--- config.mk ---
export PLATFORM = sky130hd
export DESIGN_NAME = mem_port_ctrl
export DESIGN_NICKNAME = d
export VERILOG_FILES = /design/src/rtl/mem_port_ctrl.sv
export SDC_FILE = /design/constraint.sdc
export NUM_CORES = 1
export LEC_CHECK = 0
export ABC_CLOCK_PERIOD_IN_PS = 2000
export CAP_MARGIN = 20
export CORE_UTILIZATION = 41
export DETAILED_ROUTE_END_ITERATION = 16
export PLACE_DENSITY = 0.79
export SLEW_MARGIN = 30
export SYNTH_ARGS = -nofsm -noshare
export SYNTH_HDL_FRONTEND = slang
export SYNTH_SLANG_ARGS = --single-unit
export TNS_END_PERCENT = 5
--- constraint.sdc ---
create_clock -name CLK -period 2 [get_ports CLK]
set_input_delay 0.6 -clock CLK [delete_from_list [all_inputs] [get_ports CLK]]
set_output_delay 0.6 -clock CLK [all_outputs]
set_load 0.01 [all_outputs]
--- src/rtl/mem_port_ctrl.sv ---
// CPU-to-memory port controller: single outstanding word access
// with alignment check, wait timeout and one-cycle completion pulse.
module mem_port_ctrl #(
  parameter int TIMEOUT = 15
) (
  input  logic        CLK,
  input  logic        Rst,
  input  logic [31:0] cpu_addr,
  input  logic [31:0] cpu_wdata,
  input  logic        cpu_rd,
  input  logic        cpu_wr,
  output logic [31:0] cpu_rdata,
  output logic        cpu_ready,
  output logic        cpu_err,
  output logic        mem_req,
  output logic        mem_we,
  output logic [29:0] mem_addr,
  output logic [31:0] mem_wdata,
  input  logic        mem_ack,
  input  logic [31:0] mem_rdata
);

  typedef enum logic [1:0] {
    IDLE = 2'd0,
    REQ  = 2'd1,
    DONE = 2'd2,
    ERR  = 2'd3
  } state_t;

  localparam logic [7:0] LAST = 8'(TIMEOUT - 1);

  state_t      state;
  state_t      next;
  logic [7:0]  cnt;
  logic [29:0] addr_q;
  logic [31:0] wdata_q;
  logic        we_q;
  logic [31:0] rdata_q;

  logic one_req;
  logic aligned;
  logic timed_out;

  assign one_req   = cpu_rd ^ cpu_wr;
  assign aligned   = (cpu_addr[1:0] == 2'b00);
  assign timed_out = !mem_ack && (cnt == LAST);

  // State register, request latch, wait counter and read data capture
  always_ff @(posedge CLK) begin
    if (Rst) begin
      state   <= IDLE;
      cnt     <= 8'd0;
      addr_q  <= 30'd0;
      wdata_q <= 32'd0;
      we_q    <= 1'b0;
      rdata_q <= 32'd0;
    end else begin
      state <= next;
      case (state)
        IDLE: begin
          cnt <= 8'd0;
          if (one_req && aligned) begin
            addr_q  <= cpu_addr[31:2];
            wdata_q <= cpu_wdata;
            we_q    <= cpu_wr;
          end
        end
        REQ: begin
          if (mem_ack) begin
            if (!we_q)
              rdata_q <= mem_rdata;
          end else begin
            cnt <= cnt + 8'd1;
          end
        end
        default: ;
      endcase
    end
  end

  // Next-state decode and state-only output decode
  always_comb begin
    next      = state;
    cpu_ready = 1'b0;
    cpu_err   = 1'b0;
    mem_req   = 1'b0;
    case (state)
      IDLE: begin
        if (cpu_rd && cpu_wr)
          next = ERR;
        else if (one_req)
          next = aligned ? REQ : ERR;
      end
      REQ: begin
        mem_req = 1'b1;
        if (mem_ack)
          next = DONE;
        else if (timed_out)
          next = ERR;
      end
      DONE: begin
        cpu_ready = 1'b1;
        next      = IDLE;
      end
      ERR: begin
        cpu_ready = 1'b1;
        cpu_err   = 1'b1;
        next      = IDLE;
      end
      default: next = IDLE;
    endcase
  end

  assign cpu_rdata = rdata_q;
  assign mem_we    = we_q;
  assign mem_addr  = addr_q;
  assign mem_wdata = wdata_q;

endmodule

[Word level (Yosys, flattened, before mapping)]
Cells that the tools add are included.
Operators by class
  add/subtract/negate cells: 1
  equal/unequal tests: 7
  mux-type cells: 11
  bitwise gates (word level): 2
  reductions and logical operators: 12
Operators by type and width (number)
  $pmux W8 S2: 1
  $mux W2: 5
  $add A8 B1 Y8 const B: 1
  $eq A8 B4 Y1 const B: 1
  $mux W8: 1
  $ne A3 B3 Y1 const B: 2
  $pmux W2 S3: 1
  $reduce_and A2 Y1: 3
  $eq A2 B2 Y1 const B: 2
  $logic_not A2 Y1: 2
  $logic_and A1 B1 Y1: 3
  $mux W1: 3
  $reduce_and A3 Y1: 1
  $eq A2 B1 Y1 const B: 1
  $ne A2 B2 Y1 const B: 1
  $reduce_bool A2 Y1: 1
  $reduce_or A2 Y1: 1
  $logic_not A1 Y1: 1
  $not A1 Y1: 1
  $xor A1 B1 Y1: 1
Word-level totals
  register bits after elaboration: 105
  logic and storage cells: 39

[Depth between registers and ports, before layout]
Gate-level depths: netlist of run 1.
  depth in word-level cells: 5
  gate-level depth with buffers: 7

[Least setup slack after synthesis of run 1]
OpenSTA, ideal clock, no wires.
  kind: input -> register
  from: in cpu_rd
  to: reg addr_q[10], in the netlist mem_addr[10]
  setup time: 0.132 ns
  data arrival time: 1.751 ns
  data required time: 1.868 ns
  slack: 0.117 ns
  stages on the path: 7
  buffers on the path: 2
  cells stage by stage: inv_1 ha_1 clkbuf_1 clkinv_1 buf_1 o21ai_1 a21oi_1
On the way
  word-level cells in the longest chain between the ends: 3
RTL lines
  from (decl): line 10  | input logic cpu_rd,
  $xor A1 B1 Y1: line 44  | assign one_req = cpu_rd ^ cpu_wr;
  $logic_and A1 B1 Y1: line 62  | if (one_req && aligned) begin
  $reduce_and A2 Y1 (no source line)
  to (signal assigned): line 63  | addr_q <= cpu_addr[31:2];
  to (decl): line 35  | logic [29:0] addr_q;
No other way between the ends.
A chain may end at the register's enable or synchronous reset.

[Final worst setup path of run 1]
  from: reg we_q, in the netlist mem_we
  to: out mem_we
RTL lines
  from (decl): line 37  | logic we_q;
  from (signal assigned): line 65  | we_q <= cpu_wr;
  to (decl): line 16  | output logic mem_we,
No word-level cell between the ends.

==> results of run 1 <==
==> cell usage after synthesis, drive strengths merged <==
cell type and instances:
nand4 2, or3b 1, clkinv 1, o311ai 1
inv 4, o21ai 64, nand2b 3, o22ai 1
or2 3, and2 2, nor4bb 1, or4 2
mux2i 1, a21oi 100, o41ai 1, nor4 1
clkbuf 20, nor2b 1, nand4b 1, buf 31
nand4bb 2, and4bb 1, nor2 3, o211ai 3
ha 4, a31oi 2, nand2 70, nor3 3
o221a 1, or4b 1, nand3 66, dfxtp 105
or3 3
==> worst min path at each step <==
stage,cells after the start,from,endpoint
after floorplan,2,cpu_rdata[0],cpu_rdata[0]
after global placement,2,cpu_rdata[21],cpu_rdata[21]
after detailed placement,2,cpu_rdata[30],cpu_rdata[30]
after CTS,2,cpu_rdata[30],cpu_rdata[30]
after global routing,2,cpu_rdata[25],cpu_rdata[25]
final,2,cpu_rdata[30],cpu_rdata[30]
==> metrics by stage <==
step	instance area (um2)	power (uW)
finish	6540	4570
CTS	6540	4620
detailed placement	6300	3100
floorplan	4230	2650
global route	6540	4770
global placement	6300	3080
==> final cells by class <==
| class | instances | area, um2 | area share [%] |
|---|---|---|---|
| Tap cell | 133 | 166 | 2.54 |
| Timing Repair Buffer | 221 | 2240 | 34.3 |
| Sequential cell | 105 | 2110 | 32.2 |
| Clock buffer | 10 | 128 | 1.95 |
| Inverter | 5 | 18.8 | 0.287 |
| Multi-Input combinational cell | 344 | 1780 | 27.1 |
| Clock inverter | 5 | 105 | 1.61 |
==> sequential cells by signal, summed over array words and instances, names as in the netlist <==
register   flops
mem_wdata     32
cnt            8
mem_addr      30
state          2
mem_we         1
cpu_rdata     32
==> per-layer routing <==
metal  GRT usage, %  vias to the layer above
li1               -                     2119
met1           27.1                     2028
met2           39.1                      169
met3           6.73                       18
met4           7.66                        0
met5              0                        -
==> power breakdown <==
group | total [uW] | switching (uW) | internal (uW)
clock network | 1520 | 691 | 826
logic | 845 | 398 | 448
registers | 2210 | 43.7 | 2170
==> logic make-up (layout without fill, tap and decap cells) <==
family | Yosys count | after routing | share of synthesized area (%)
fa+ha+maj | 4 | 4 | 1.18
simple gates | 166 | 166 | 19.5
buf+inv | 56 | 241 | 8.29
flops | 105 | 105 | 49.7
mux | 1 | 1 | 0.237
compound gates | 173 | 173 | 21.1
==> what timing repair did <==
item | in CTS | in global routing
endpoints found under the hold margin | 0 | 0
gates cloned | 0 | 0
setup endpoints to repair | 2 | 1
setup buffers | 0 | 0
gates resized for setup | 4 | 1
==> flow_summary_export.csv, run 1 <==
group,metric,value,unit
clocking,numClockSinks,105,
critical_path,setup.worst_path.class,"flop to output pin",
timing,finalSetupViolations,0,
timing,tightestPinTransition,0.416,ns
critical_path,critical_path.cell_chain,"clkdlybuf4s50_1",
synthesis,synth-seq-area-share,49.7,%
routing,dr_wl_met3,1.01,mm
run_status,run_status,"complete, no violations",
critical_path,r2r_setup_slack,0.45,ns
flow_run,cap_violations,0,
critical_path,critPathArrivalTime,1.31,ns
global_routing,grt_pass1_wl,20.1,mm
critical_path,worst_setup_path_end_kind,"output pin",
die,design.portCount,199,
timing,period_minus_slack,1.91,ns
routing,firstDrtPassIters,4,
critical_path,worst_setup_path_start_kind,"flop",
synthesis,synth_top_cell_by_area,"sky130_fd_sc_hd__dfxtp_1",
critical_path,worst_setup_path_endpoint,"mem_we",
routing,detail_route.drc_violations,0,
finish,final_core_util,66.3,%
synthesis,post_synth.cell_area_avg,8.37,um2
place,gp_congestion,0.808,
timing,finalClockSkew,0.00995,ns
timing,final.hold.worst_slack,0.462,ns
global_routing,grt_util_all_layers,22.8,%
finish,drive_gt1_share,7.25,%
critical_path,reg2regPathDepth,5,
synthesis,synth_seq_cells,105,
critical_path,crit_slowest_cell,"sky130_fd_sc_hd__clkdlybuf4s50_1",
critical_path,r2r_start,"state[1]",
synthesis,syn_inst,505,
die,fp.dieH,104,um
timing,fin_tns_setup,0,ns
die,floorplan.die.width,104,um
synthesis,synthTopCellsByArea,"sky130_fd_sc_hd__dfxtp_1 50%, sky130_fd_sc_hd__a21oi_1 12%, sky130_fd_sc_hd__nand3_1 7.8%",
finish,layout_commonest_cell,"sky130_fd_sc_hd__clkdlybuf4s50_1",
finish,areaGrowthSynthToFinish,54.8,%
finish,num_antenna_cells,0,
critical_path,crit_path_max_incr_delay,0.59,ns
clocking,cts_hold_buffers,0,
clocking,tritoncts,"built",
clocking,clock_tree.htree_level_count,3,
routing,detailedRoute.firstIterationViolations,192,
power_and_ir_drop,static_power_due_to_leakage,0.00221,uW
critical_path,critPathBufInv,1,
place,numPlacedInstances,808,
finish,layout.cells.most_common_list,"195 x sky130_fd_sc_hd__clkdlybuf4s50_1, 103 x sky130_fd_sc_hd__dfxtp_1, 100 x sky130_fd_sc_hd__a21oi_1",
global_routing,grt-ovfl-total,0,
timing,fmax,523,MHz
finish,layout.nets,791,
timing,finalHoldViolCount,0,
timing,rsz0062_at_grt,"no",
critical_path,critical_path.startpoint,"mem_we",
die,num_rows,36,
timing,slew-limit-headroom,72.3,%
synthesis,mapped_nets,610,
critical_path,timing.critical_path.required,1.40,ns
place,post-place-ws,-0.183,ns
global_routing,grt_pass1_vias,4201,
clocking,insertion_delay,0.35,ns
finish,final-instance-count-excl-fill,823,
critical_path,critPathTopFamily,"buffers and inverters",
global_routing,antenna_violations_before_repair,0,
global_routing,grt_start_max_net_pins,64,
synthesis,ys_warn_count,0,
routing,num_vias,4334,
critical_path,timing.critical_path.fanout_max,4,
timing,finalMaxSlewViolations,0,
die,initial_utilization,42.8,%
die,core_area,0.00986,mm2
critical_path,reg2reg_to,"mem_addr[18]",
synthesis,synth_largest_type_area_fraction,49.7,%
routing,drt-met1-wl,5.19,mm
power_and_ir_drop,peakVddDrop,0.478,mV
place,port_buffers,198,
clocking,cts_buffer_depth,2,
place,hpwlAfterDp,8.58,mm
clocking,cts_made_buffers,9,
power_and_ir_drop,power_per_cell_area,699,mW/mm2
worst_hold_path,hp-class,"flop to flop",
synthesis,netlist_area,0.00423,mm2
finish,filler_cell_count,790,
synthesis,synthDistinctLibCells,38,
critical_path,critical_path_depth,1,
timing,final.setup.worst_slack,0.0892,ns
routing,wl_met2,5.86,mm
routing,wire_per_inst,14.9,um
routing,route.top_layer_used,"met4",
timing,post-route-period-util,95.5,%
routing,via_per_inst,5.27,
clocking,worst_setup_hold_path_clk_slew,0.10,ns
clocking,clk_root_buffer_cell,"sky130_fd_sc_hd__clkbuf_8",
routing,drt.antenna.violating_nets,0,
routing,route.final.wire_length,12.3,mm
die,floorplan.die_area,0.0107,mm2
Power figures use the tool's default switching activity.
==> inputs of run 2 (changes only) <==
Settings changed: CTS_CLUSTER_SIZE from default to 25.
==> results of run 2 <==
No change in the layout: final DEF, timing and power equal those of run 1.
==> inputs of run 3 (changes only) <==
Settings changed: CELL_PAD_IN_SITES_DETAIL_PLACEMENT from default to 0, CELL_PAD_IN_SITES_GLOBAL_PLACEMENT from default to 2, CORE_UTILIZATION 41 to 22, PLACE_DENSITY 0.79 to 0.78.
==> run 3 against run 2 <==
Effect of this change: power increased by 4.9%; cell area increased by 2.6%; routed wire length increased by 14%; setup slack got worse by 0.0092 ns; register-to-register slack got worse by 0.12 ns; clock-buffer cell count unchanged; combinational power increased by 0.9%; clock skew decreased by 0.00098 ns; via count decreased by 1.8%; critical endpoint unchanged; largest power group unchanged.
==> flow_summary_export.csv, run 3 (synthesis gave the netlist of run 1 again) <==
group,metric,value,unit
flow_run,cap_violations,0,
routing,detailedRoute.firstIterationViolations,198,
finish,layout.cells.most_common_list,"194 x sky130_fd_sc_hd__clkdlybuf4s50_1, 103 x sky130_fd_sc_hd__dfxtp_1, 100 x sky130_fd_sc_hd__a21oi_1",
power_and_ir_drop,sequential_cell_fraction_of_total_power,46.1,%
clocking,clock_tree.htree_level_count,3,
die,floorplan.die.width,141,um
clocking,cts_buffer_depth,2,
routing,via_per_inst,4.60,
die,num_rows,50,
critical_path,critPathArrivalTime,1.32,ns
finish,areaGrowthSynthToFinish,58.8,%
die,floorplan.die_area,0.0198,mm2
critical_path,setup.worst_path.class,"flop to output pin",
power_and_ir_drop,comb_power_share,17.8,%
timing,finalMaxSlewViolations,0,
finish,filler_cell_count,1942,
finish,layout.nets,792,
critical_path,timing.critical_path.fanout_max,4,
clocking,numClockSinks,105,
run_status,run_status,"complete, no violations",
critical_path,worst_setup_path_start_kind,"flop",
routing,wire_per_inst,15.1,um
die,design.portCount,199,
global_routing,grt_start_max_net_pins,64,
timing,fmax,521,MHz
critical_path,timing.critical_path.required,1.40,ns
routing,drt.antenna.violating_nets,0,
global_routing,grt.met2_usage,25.4,%
critical_path,critical_path.cell_chain,"clkdlybuf4s50_1",
place,numPlacedInstances,910,
global_routing,grt.met3_usage,5.03,%
timing,slew-limit-headroom,66.3,%
power_and_ir_drop,switching_share,26.8,%
power_and_ir_drop,clkPwrFrac,36.1,%
timing,finalSetupViolations,0,
routing,num_vias,4256,
timing,period_minus_slack,1.92,ns
critical_path,crit_path_max_incr_delay,0.58,ns
critical_path,crit_slowest_cell,"sky130_fd_sc_hd__clkdlybuf4s50_1",
power_and_ir_drop,switching_power,1290,uW
global_routing,antenna_violations_before_repair,0,
power_and_ir_drop,power_per_cell_area,715,mW/mm2
timing,finalClockSkew,0.00896,ns
timing,post-route-period-util,96.0,%
critical_path,critPathTopFamily,"buffers and inverters",
clocking,cts_hold_buffers,0,
power_and_ir_drop,internal_power,3510,uW
finish,drive_gt1_share,7.66,%
die,fp.dieH,141,um
critical_path,worst_setup_path_end_kind,"output pin",
critical_path,critPathBufInv,1,
clocking,tritoncts,"built",
clocking,insertion_delay,0.35,ns
routing,route.final.wire_length,14.0,mm
power_and_ir_drop,peakVddDrop,0.396,mV
global_routing,grt_use_met1,15.7,%
power_and_ir_drop,static_power_due_to_leakage,0.00223,uW
place,port_buffers,198,
finish,num_antenna_cells,0,
die,initial_utilization,22.5,%
routing,detail_route.drc_violations,0,
timing,tightestPinTransition,0.506,ns
clocking,clk_root_buffer_cell,"sky130_fd_sc_hd__clkbuf_16",
finish,layout_commonest_cell,"sky130_fd_sc_hd__clkdlybuf4s50_1",
timing,final.hold.worst_slack,0.455,ns
place,hpwlAfterDp,9.90,mm
global_routing,grt_pass1_wl,22.1,mm
global_routing,grt_util_all_layers,14.0,%
routing,firstDrtPassIters,4,
timing,finalHoldViolCount,0,
timing,rsz0062_at_grt,"no",
clocking,worst_setup_hold_path_clk_slew,0.08,ns
global_routing,grt_pass1_vias,4194,
finish,final-instance-count-excl-fill,926,
clocking,cts_made_buffers,9,
global_routing,grt_busiest_layer,"met2",
global_routing,grt-ovfl-total,0,
die,core_area,0.0188,mm2
worst_hold_path,hp-class,"flop to flop",
place,gp_congestion,0.743,
## run 3: cell types whose count changed in the layout (fill, tap and decap cells not counted), moves of 2 or more
cell | before | now
sky130_fd_sc_hd__bufinv_16 | 3 | 0
sky130_fd_sc_hd__clkbuf_8 | 9 | 1
sky130_fd_sc_hd__clkbuf_16 | 0 | 9
sky130_fd_sc_hd__inv_6 | 0 | 2
sky130_fd_sc_hd__buf_4 | 17 | 19
sky130_fd_sc_hd__dlygate4sd2_1 | 1 | 3
## run 3: per-stage QoR
stage	TNS (ns)	utilization, %	total power (uW)	worst slack, ns	instance area (um2)
finish	0	35.8	4800	0.0800	6710
global route	0	35.8	5040	0.0133	6710
CTS	0	35.8	4880	0.0535	6710
detailed placement	-10.19	34.2	3130	-0.188	6420
global placement	-7.89	34.2	3110	-0.184	6420
floorplan	0	-	2650	0.117	4230
## run 3: timing repair
item / 4_1_cts / 5_1_grt
buffers inserted: 0 / 0
setup endpoints to repair: 3 / 0
gates resized for setup: 5 / 0
## run 3: layout make-up
type / count / area [um2] / area share, %
repair buffers: 222 / 2230 / 33.2
clock inverters: 6 / 48.8 / 0.727
flip-flops and latches: 105 / 2100 / 31.4
multi-input cells: 344 / 1780 / 26.5
clock buffers: 10 / 239 / 3.56
inverters: 5 / 18.8 / 0.280
well taps: 234 / 293 / 4.36
## run 3: power by group through the flow
stage / sequential, uW / clock [uW] / combinational [uW]
final: 2210 / 1730 / 853
after global routing: 2220 / 1890 / 924
after CTS: 2210 / 1800 / 864
after detailed placement: 2260 / 0 / 864
after global placement: 2260 / 0 / 855
after floorplan: 2290 / 0 / 360
## run 3: path summary, 6_finish.rpt
kind | from | to | slack [ns] | cells after the start
min | cpu_rdata[12] | cpu_rdata[12] | 0.46 | 2
max reg2reg | state[1] | mem_addr[4] | 0.33 | 5
max | mem_we | mem_we | 0.08 | 1
min reg2reg | cpu_rdata[12] | cpu_rdata[12] | 0.46 | 2
## run 3: routing by layer
metal	up-vias	routed length (um)
met2	127	7100
li1	2119	-
met1	2002	5790
met5	-	0
met3	8	1020
met4	0	103
## run 3: worst reg2reg max path, stage by stage, from the launching register on
cell and delay (ns):
sky130_fd_sc_hd__dfxtp_2 0.34, sky130_fd_sc_hd__buf_4 0.16, sky130_fd_sc_hd__or4_4 0.54, sky130_fd_sc_hd__buf_12 0.21, sky130_fd_sc_hd__o21ai_0 0.22, sky130_fd_sc_hd__a21oi_1 0.08
